`src/rtl/control_unit_if.sv`:
```
// Bus between the control_unit sequencer and the datapath (PC, memory, ALU, accumulator).
// The master modport is the sequencer side; the slave modport is the datapath side.
interface control_unit_if;
    localparam int unsigned DW  = 8;
    localparam int unsigned OPW = 4;

    logic           run;
    logic [DW-1:0]  pc_value;
    logic [DW-1:0]  mem_rdata;
    logic [DW-1:0]  acc_value;
    logic [DW-1:0]  alu_result;
    logic           alu_zero;

    logic           pc_load;
    logic           pc_increment;
    logic [DW-1:0]  pc_target;
    logic [DW-1:0]  mem_addr;
    logic [DW-1:0]  mem_wdata;
    logic           mem_we;
    logic [OPW-1:0] alu_op;
    logic [DW-1:0]  alu_b;
    logic           acc_load;
    logic [DW-1:0]  acc_din;
    logic           z_flag;
    logic           halted;

    modport master (
        input  run, pc_value, mem_rdata, acc_value, alu_result, alu_zero,
        output pc_load, pc_increment, pc_target, mem_addr, mem_wdata, mem_we,
               alu_op, alu_b, acc_load, acc_din, z_flag, halted
    );

    modport slave (
        output run, pc_value, mem_rdata, acc_value, alu_result, alu_zero,
        input  pc_load, pc_increment, pc_target, mem_addr, mem_wdata, mem_we,
               alu_op, alu_b, acc_load, acc_din, z_flag, halted
    );
endinterface

```
`src/rtl/control_unit.sv`:
```
// Fetch/decode/execute sequencer for the 8-bit accumulator CPU.
// Strobes are Mealy outputs of state, ir and mem_rdata; ir, opr, z_flag and halted are registered.
module control_unit (
    input  logic         clk,
    input  logic         reset,
    control_unit_if.master bus
);
    localparam int unsigned DW  = 8;
    localparam int unsigned OPW = 4;
    localparam int unsigned SW  = 3;

    localparam logic [SW-1:0] S_FETCH   = 3'd0;
    localparam logic [SW-1:0] S_DECODE  = 3'd1;
    localparam logic [SW-1:0] S_OPERAND = 3'd2;
    localparam logic [SW-1:0] S_MEMRD   = 3'd3;
    localparam logic [SW-1:0] S_HALT    = 3'd4;

    localparam logic [OPW-1:0] C_NOP  = 4'h0;
    localparam logic [OPW-1:0] C_LDI  = 4'h1;
    localparam logic [OPW-1:0] C_LDA  = 4'h2;
    localparam logic [OPW-1:0] C_STA  = 4'h3;
    localparam logic [OPW-1:0] C_ALUI = 4'h4;
    localparam logic [OPW-1:0] C_ALUM = 4'h5;
    localparam logic [OPW-1:0] C_JMP  = 4'h6;
    localparam logic [OPW-1:0] C_JZ   = 4'h7;
    localparam logic [OPW-1:0] C_HLT  = 4'hF;

    logic [SW-1:0]  state_q, state_d;
    logic [DW-1:0]  ir_q, ir_d;
    logic [DW-1:0]  opr_q, opr_d;
    logic           z_q, z_d;
    logic           halted_q, halted_d;

    logic [OPW-1:0] dec_cls;
    logic [OPW-1:0] ir_cls;

    logic           pc_load_c;
    logic           pc_increment_c;
    logic [DW-1:0]  pc_target_c;
    logic [DW-1:0]  mem_addr_c;
    logic [DW-1:0]  mem_wdata_c;
    logic           mem_we_c;
    logic [OPW-1:0] alu_op_c;
    logic [DW-1:0]  alu_b_c;
    logic           acc_load_c;
    logic [DW-1:0]  acc_din_c;

    assign dec_cls = bus.mem_rdata[7:4];
    assign ir_cls  = ir_q[7:4];

    // Next-state and Mealy strobe logic
    always_comb begin
        state_d        = state_q;
        ir_d           = ir_q;
        opr_d          = opr_q;
        z_d            = z_q;
        pc_load_c      = 1'b0;
        pc_increment_c = 1'b0;
        pc_target_c    = '0;
        mem_addr_c     = '0;
        mem_wdata_c    = '0;
        mem_we_c       = 1'b0;
        alu_op_c       = '0;
        alu_b_c        = '0;
        acc_load_c     = 1'b0;
        acc_din_c      = '0;

        case (state_q)
            S_FETCH: begin
                if (bus.run) begin
                    mem_addr_c     = bus.pc_value;
                    pc_increment_c = 1'b1;
                    state_d        = S_DECODE;
                end
            end

            S_DECODE: begin
                ir_d = bus.mem_rdata;
                if (dec_cls == C_HLT) begin
                    state_d = S_HALT;
                end else if (dec_cls == C_NOP || dec_cls[3]) begin
                    // Classes 0x8..0xE are undefined and behave as NOP
                    state_d = S_FETCH;
                end else begin
                    mem_addr_c     = bus.pc_value;
                    pc_increment_c = 1'b1;
                    state_d        = S_OPERAND;
                end
            end

            S_OPERAND: begin
                state_d = S_FETCH;
                case (ir_cls)
                    C_LDI: begin
                        acc_load_c = 1'b1;
                        acc_din_c  = bus.mem_rdata;
                        z_d        = (bus.mem_rdata == '0);
                    end
                    C_ALUI: begin
                        alu_op_c   = ir_q[3:0];
                        alu_b_c    = bus.mem_rdata;
                        acc_load_c = 1'b1;
                        acc_din_c  = bus.alu_result;
                        z_d        = bus.alu_zero;
                    end
                    C_JMP: begin
                        pc_load_c   = 1'b1;
                        pc_target_c = bus.mem_rdata;
                    end
                    C_JZ: begin
                        pc_load_c   = z_q;
                        pc_target_c = bus.mem_rdata;
                    end
                    C_STA: begin
                        mem_addr_c  = bus.mem_rdata;
                        mem_wdata_c = bus.acc_value;
                        mem_we_c    = 1'b1;
                    end
                    C_LDA, C_ALUM: begin
                        mem_addr_c = bus.mem_rdata;
                        opr_d      = bus.mem_rdata;
                        state_d    = S_MEMRD;
                    end
                    default: ;
                endcase
            end

            S_MEMRD: begin
                // Keep the data address on the bus while the read completes
                mem_addr_c = opr_q;
                state_d    = S_FETCH;
                if (ir_cls == C_LDA) begin
                    acc_load_c = 1'b1;
                    acc_din_c  = bus.mem_rdata;
                    z_d        = (bus.mem_rdata == '0);
                end else if (ir_cls == C_ALUM) begin
                    alu_op_c   = ir_q[3:0];
                    alu_b_c    = bus.mem_rdata;
                    acc_load_c = 1'b1;
                    acc_din_c  = bus.alu_result;
                    z_d        = bus.alu_zero;
                end
            end

            S_HALT: begin
                state_d = S_HALT;
            end

            default: begin
                state_d = S_FETCH;
            end
        endcase

        // Reset aborts any instruction in flight: no strobe may escape this cycle
        if (!reset) begin
            pc_load_c      = 1'b0;
            pc_increment_c = 1'b0;
            pc_target_c    = '0;
            mem_addr_c     = '0;
            mem_wdata_c    = '0;
            mem_we_c       = 1'b0;
            alu_op_c       = '0;
            alu_b_c        = '0;
            acc_load_c     = 1'b0;
            acc_din_c      = '0;
        end

        halted_d = (state_d == S_HALT);
    end

    // State and architectural registers
    always_ff @(posedge clk) begin
        if (!reset) begin
            state_q  <= S_FETCH;
            ir_q     <= '0;
            opr_q    <= '0;
            z_q      <= 1'b0;
            halted_q <= 1'b0;
        end else begin
            state_q  <= state_d;
            ir_q     <= ir_d;
            opr_q    <= opr_d;
            z_q      <= z_d;
            halted_q <= halted_d;
        end
    end

    assign bus.pc_load      = pc_load_c;
    assign bus.pc_increment = pc_increment_c;
    assign bus.pc_target    = pc_target_c;
    assign bus.mem_addr     = mem_addr_c;
    assign bus.mem_wdata    = mem_wdata_c;
    assign bus.mem_we       = mem_we_c;
    assign bus.alu_op       = alu_op_c;
    assign bus.alu_b        = alu_b_c;
    assign bus.acc_load     = acc_load_c;
    assign bus.acc_din      = acc_din_c;
    assign bus.z_flag       = z_q;
    assign bus.halted       = halted_q;
endmodule

```
`src/flat_wrapper.sv`:
```
// flat-port wrapper written by rule: the top's interface ports become plain ports
module control_unit_flat 
  (clk, reset, bus_run, bus_pc_value, bus_mem_rdata, bus_acc_value, bus_alu_result, bus_alu_zero, bus_pc_load, bus_pc_increment, bus_pc_target, bus_mem_addr, bus_mem_wdata, bus_mem_we, bus_alu_op, bus_alu_b, bus_acc_load, bus_acc_din, bus_z_flag, bus_halted);
  control_unit_if bus_i ();
  input  logic clk;
  input  logic reset;
  input wire logic [$bits(bus_i.run)-1:0] bus_run;
  input wire logic [$bits(bus_i.pc_value)-1:0] bus_pc_value;
  input wire logic [$bits(bus_i.mem_rdata)-1:0] bus_mem_rdata;
  input wire logic [$bits(bus_i.acc_value)-1:0] bus_acc_value;
  input wire logic [$bits(bus_i.alu_result)-1:0] bus_alu_result;
  input wire logic [$bits(bus_i.alu_zero)-1:0] bus_alu_zero;
  output wire logic [$bits(bus_i.pc_load)-1:0] bus_pc_load;
  output wire logic [$bits(bus_i.pc_increment)-1:0] bus_pc_increment;
  output wire logic [$bits(bus_i.pc_target)-1:0] bus_pc_target;
  output wire logic [$bits(bus_i.mem_addr)-1:0] bus_mem_addr;
  output wire logic [$bits(bus_i.mem_wdata)-1:0] bus_mem_wdata;
  output wire logic [$bits(bus_i.mem_we)-1:0] bus_mem_we;
  output wire logic [$bits(bus_i.alu_op)-1:0] bus_alu_op;
  output wire logic [$bits(bus_i.alu_b)-1:0] bus_alu_b;
  output wire logic [$bits(bus_i.acc_load)-1:0] bus_acc_load;
  output wire logic [$bits(bus_i.acc_din)-1:0] bus_acc_din;
  output wire logic [$bits(bus_i.z_flag)-1:0] bus_z_flag;
  output wire logic [$bits(bus_i.halted)-1:0] bus_halted;
  assign bus_i.run = bus_run;
  assign bus_i.pc_value = bus_pc_value;
  assign bus_i.mem_rdata = bus_mem_rdata;
  assign bus_i.acc_value = bus_acc_value;
  assign bus_i.alu_result = bus_alu_result;
  assign bus_i.alu_zero = bus_alu_zero;
  assign bus_pc_load = bus_i.pc_load;
  assign bus_pc_increment = bus_i.pc_increment;
  assign bus_pc_target = bus_i.pc_target;
  assign bus_mem_addr = bus_i.mem_addr;
  assign bus_mem_wdata = bus_i.mem_wdata;
  assign bus_mem_we = bus_i.mem_we;
  assign bus_alu_op = bus_i.alu_op;
  assign bus_alu_b = bus_i.alu_b;
  assign bus_acc_load = bus_i.acc_load;
  assign bus_acc_din = bus_i.acc_din;
  assign bus_z_flag = bus_i.z_flag;
  assign bus_halted = bus_i.halted;
  control_unit u_core (.clk(clk), .reset(reset), .bus(bus_i));
endmodule
```
`config.mk`:
```
export PLATFORM = sky130hd
export DESIGN_NAME = control_unit_flat
export DESIGN_NICKNAME = d
export VERILOG_FILES = /design/src/rtl/control_unit_if.sv /design/src/rtl/control_unit.sv /design/src/flat_wrapper.sv
export SDC_FILE = /design/constraint.sdc
export NUM_CORES = 1
export LEC_CHECK = 0
export BUFFER_PORTS_ARGS = -buffer_cell sky130_fd_sc_hd__buf_2
export CORE_MARGIN = 2
export CORE_UTILIZATION = 47
export CTS_BUF_LIST = sky130_fd_sc_hd__clkbuf_16
export DETAILED_ROUTE_END_ITERATION = 8
export GPL_TIMING_DRIVEN = 0
export HOLD_SLACK_MARGIN = 0.08
export PLACE_DENSITY = 0.81
export SLEW_MARGIN = 20
export SYNTH_ARGS = -nofsm -noshare
export SYNTH_HDL_FRONTEND = slang
export SYNTH_SLANG_ARGS = --single-unit
```
`constraint.sdc`:
```
create_clock -name clk -period 2.74 [get_ports clk]
set_clock_uncertainty 0.1 [all_clocks]
set_input_delay 0.548 -clock clk [delete_from_list [all_inputs] [get_ports clk]]
set_output_delay 0.548 -clock clk [all_outputs]
set_load 0.03 [all_outputs]
```
### Word-level counts from Yosys, hierarchy flattened

Cells that the tools add are included.
Widths: inputs -> output; s select.

| storage, ports and cells | value |
|---|---|
| output and inout bits | 50 |
| flip-flop bits (word level) | 21 |
| logic and storage cells | 83 |

| operators by class | value |
|---|---|
| muxes and demuxes | 52 |
| equal/unequal tests | 15 |
| reductions and logical operators | 11 |

Operators by type and width:

| kind | number |
|---|---|
| $mux 8 | 18 |
| $pmux 8 s2 | 3 |
| $pmux 8 s4 | 1 |
| $eq 4x3->1 const B | 4 |
| $mux 4 | 4 |
| $mux 1 | 15 |
| $pmux 3 s4 | 1 |
| $pmux 1 s2 | 5 |
| $eq 4x2->1 const B | 2 |
| $logic_not 8->1 | 1 |
| $pmux 4 s2 | 1 |
| $eq 3x2->1 const B | 2 |
| $eq 3x3->1 const B | 2 |
| $mux 3 | 2 |
| $ne 3x1->1 const B | 2 |
| $reduce_or 2->1 | 3 |
| $eq 4x1->1 const B | 1 |
| $eq 4x4->1 const B | 1 |
| $logic_not 4->1 | 1 |
| $mux 2 | 2 |
| $eq 3x1->1 const B | 1 |
| $logic_not 3->1 | 1 |
| $reduce_and 3->1 | 1 |
| $reduce_or 3->1 | 1 |
| 3 further kinds | 3 |

### Longest topological paths before layout

| logic depth | value |
|---|---|
| depth in word-level cells | 6 |
| mapped depth | 6 |
| depth with buffers taken out | 4 |

### Worst setup path before layout

Ideal clock, no wire load.

| timing | value |
|---|---|
| kind | input -> output |
| start | input bus_mem_rdata[7] |
| end | output bus_mem_addr[0] |
| stages on the path | 5 |
| path buffers | 1 |
| arrival | 2061 ps |
| setup slack | 31 ps |
| path through | clkbuf_1 -> or3b_1 -> o2bb2ai_2 -> a22oi_1 -> a21oi_1 |

| between the ends | value |
|---|---|
| word-level cells in the longest chain between the ends | 6 |
| elaborated cells on any way between the ends | 7 |

Ends and longest elaborated chain:

| item | line | RTL |
|---|---|---|
| start: declaration | flat_wrapper.sv:9 | `input wire logic [$bits(bus_i.mem_rdata)-1:0] bus_mem_rdata;` |
| $logic_not 4->1 | control_unit.sv:81 | `end else if (dec_cls == C_NOP \|\| dec_cls[3]) begin` |
| $logic_or 1x1->1 | control_unit.sv:81 |  |
| $mux 8 | control_unit.sv:81 |  |
| $mux 8 (*) | control_unit.sv:79 | `if (dec_cls == C_HLT) begin` |
| $pmux 8 s4 (*) | control_unit.sv:68 | `case (state_q)` |
| $mux 8 (*) | control_unit.sv:155 | `if (!reset) begin` |
| end: declaration | flat_wrapper.sv:16 | `output wire logic [$bits(bus_i.mem_addr)-1:0] bus_mem_addr;` |

Mark *: on every way between the ends. The rest lies on a longest branch, timed or not.

### Worst setup path after layout

| timing | value |
|---|---|
| start | register u_core.ir_q[7] |
| end | output bus_acc_din[4] |

| between the ends | value |
|---|---|
| word-level cells in the longest chain between the ends | 5 |
| elaborated cells on any way between the ends | 9 |

Ends and longest elaborated chain:

| item | line | RTL |
|---|---|---|
| start: declaration | control_unit.sv:29 | `logic [DW-1:0] ir_q, ir_d;` |
| start signal: assignment | control_unit.sv:181 | `ir_q <= ir_d;` |
| $eq 4x3->1 | control_unit.sv:136 | `end else if (ir_cls == C_ALUM) begin` |
| $mux 8 | control_unit.sv:136 |  |
| $mux 8 | control_unit.sv:132 | `if (ir_cls == C_LDA) begin` |
| $pmux 8 s2 (*) | control_unit.sv:68 |  |
| $mux 8 (*) | control_unit.sv:155 |  |
| end: declaration | flat_wrapper.sv:22 | `output wire logic [$bits(bus_i.acc_din)-1:0] bus_acc_din;` |

Marks and branches as above.

==> metrics.cfg <==
[yosys]
yosys_warnings = 0
syn_area_per_cell_sq_um = 8.47
synthTopCellsByArea = dfxtp_1 24%, mux2i_1 15%, and2_1 10%
synthDistinctLibCells = 42
yosys.area.top_type = dfxtp_1
synth_fp_nets = 245
synth.yosys.seq_area_share_pct = 23.7
ys_ff_latch = 21
synth_area_sq_um = 1770
synth_top_area_share_pct = 23.7
synth_cells = 209

[grt]
track_usage_pct = 24.8
grt_max_degree = 13
antenna_found_initial = 0
grt_overflow_total = 0
grt_pass1_wl_microns = 8280
grt_pass1_vias = 1708

[cts]
numCtsBuffers = 3
clock_path_buffers = 2
htree_levels = 1
cts-root-buf = clkbuf_16
clk_pin_slew_ps = 60
cts_tree = done
holdBufCountCts = 0
clk_latency_ps = 260
cts.sinks = 21

[route]
first_iter_violations = 128
routed_wirelength_microns = 5660
dr_total_vias = 1959
drt_pass1_iterations = 4
wl_per_cell_microns = 16.2
routed.top_layer = met4
met1_length_microns = 2370
met3_wirelength_microns = 476
ant_nets = 0
met2_length_microns = 2760
avgViaCountPerCell = 5.60
drc = 0

[finish]
fin_nets = 339
multiInputGateArea_sq_um = 1290
area_delta_synth_final_pct = 41.1
drive_gt1_share_pct = 40.1
final_cells = 350
num-fill-cells = 317
seq_area_sq_um = 420
antenna_cells = 0

[critical_path]
cp-end-kind = primary output
reg2reg_slack_ps = 760
crit_fanout = 8
arrival_ps = 2120
crit_required_ps = 2090
crit_path_start_kind = flop
path_class = flop to primary output

[timing]
finalCritPeriodShare_pct = 101
post-route-worst-setup-slack_ps = -32.5
hold_viol_final = 0
relSlewSlack_pct = 63.3
fmax_mhz = 361
finalMaxSlewViolations = 0
timing.hold.ws_ps = 392
rsz0062_at_grt = true
tightest_slew_ps = 548
post-route-min-period_ps = 2770
setup_viol = 1
setup-tns-final_ps = -32.5

[pwr]
leakagePower_nw = 1.28
p_total_mw = 0.829
ir_drop_uv = 297
p_per_area_nw_per_um2 = 332

[floorplan]
dieArea_sq_um = 4270
io_pins = 86
die_x_microns = 65.4
dieHeight_microns = 65.4
coreArea_sq_um = 3630
rows = 22
initial_utilization_pct = 48.7

[hold_path]
worst_hold_path_type = flop to flop

[place]
portBuffers = 81
placed_cells = 338
dp_hpwl_microns = 3690
pre_cts_slack_ps = -77.8
gp_congestion = 0.788

[outcome]
violations = negative setup slack
status = complete, but fails checks

[run]
drv_cap = 0

critical path, cell delays in order, from the launching register on:
cell and delay (ps):
dfxtp_1 310, buf_6 140, or4b_4 580, buf_12 160, mux2i_1 120, o22ai_1 160
and3_1 200, buf_2 210
worst paths after layout:
| path | startpoint | end | cells after the start |
|---|---|---|---|
| max | u_core.ir_q[7] | bus_acc_din[4] | 7 |
| min | u_core.ir_q[1] | u_core.ir_q[1] | 2 |
| max reg2reg | u_core.ir_q[7] | u_core.bus.z_flag | 7 |
| min reg2reg | u_core.ir_q[1] | u_core.ir_q[1] | 2 |
cells by family (layout without fill, tap and decap cells):
logic type | after synthesis | count (layout) | synth area share [%]
flops | 21 | 21 | 23.7
xor+xnor | 1 | 1 | 0.495
buf+inv | 22 | 112 | 7.07
mux | 27 | 27 | 16.0
simple gates | 96 | 98 | 35.3
compound gates | 42 | 43 | 17.4
report_power, final:
group / internal, mW / leakage (nW) / switching (mW)
Combinational: 0.0838 / 1.07 / 0.115
Sequential: 0.313 / 0.170 / 0.00516
Clock: 0.196 / 0.0409 / 0.116
Total: 0.593 / 1.28 / 0.236
cell usage in the layout, fill, tap and decap left out, types with 2 or more instances in the layout:
cell type   n
nor4b_4     2
nand3b_1    2
and3_1     10
nor2_1     19
nand2b_1    5
clkbuf_16   4
or3b_4      2
dfxtp_1    21
clkbuf_1    6
buf_6       9
nor3_2      3
buf_4      12
mux2i_1    26
buf_1       2
nor3b_1     2
buf_2      72
o21bai_1    2
nor3_1      2
a21oi_1     9
nand2_1    10
a21boi_1    2
and2_1     29
o22ai_1     8
inv_1       3
a22oi_1    16
flip-flops by register name (all words and copies together) (netlist names):
name	flops
u_core.state_q	3
u_core.ir_q	8
u_core.bus.halted	1
u_core.opr_q	8
u_core.bus.z_flag	1
cell usage after synthesis:
cell type and number:
nor3_1 4, o21ai_4 1, nand4bb_1 1, a21oi_1 9
a31oi_1 1, nor4_4 1, or3b_4 1, nand2_1 10
inv_1 3, o21bai_1 2, buf_2 4, xor2_1 1
nand3b_1 2, mux2i_1 26, mux2i_4 1, nor4b_4 2
or4b_4 1, nand4_1 1, or3b_1 1, nor4b_2 1
and3_1 10, buf_4 2, o22ai_1 8, and3b_1 1
clkbuf_1 7, or2_1 1, nor3b_1 2, nand2b_1 5
nor2_1 19, a211oi_4 1, dfxtp_1 21, and2_1 29
a21boi_1 2, nor2_2 1, and4bb_2 1, or2_2 1
buf_1 2, o21ai_0 1, a22oi_1 16, buf_6 4
nor3_4 1, o2bb2ai_2 1
what timing repair did:
action,in CTS,in global routing
setup buffers,0,5
setup endpoints to repair,8,38
resized for setup,1,36
gates cloned,0,4
pin swaps,0,9
area by class of cell:
class | count | share of cell area, %
Buffer | 18 | 4.76
Multi-Input combinational cell | 169 | 51.5
Timing Repair Buffer | 87 | 20.8
Clock buffer | 3 | 3.00
Inverter | 3 | 0.451
Clock inverter | 1 | 0.200
Sequential cell | 21 | 16.8
Tap cell | 48 | 2.40
per-stage QoR:
step | utilization (%) | instance area (sq um)
after floorplan | - | 1770
after global placement | 61.5 | 2240
after detailed placement | 61.5 | 2240
after CTS | 64.1 | 2330
after global routing | 68.8 | 2500
final | 68.8 | 2500
metal layers:
metal | track usage (%) | vias up
li1 | - | 942
met1 | 32.6 | 921
met2 | 41.8 | 91
met3 | 4.28 | 5
met4 | 6.77 | 0
met5 | 0 | -
No activity file was read; power rests on OpenSTA's default activity.
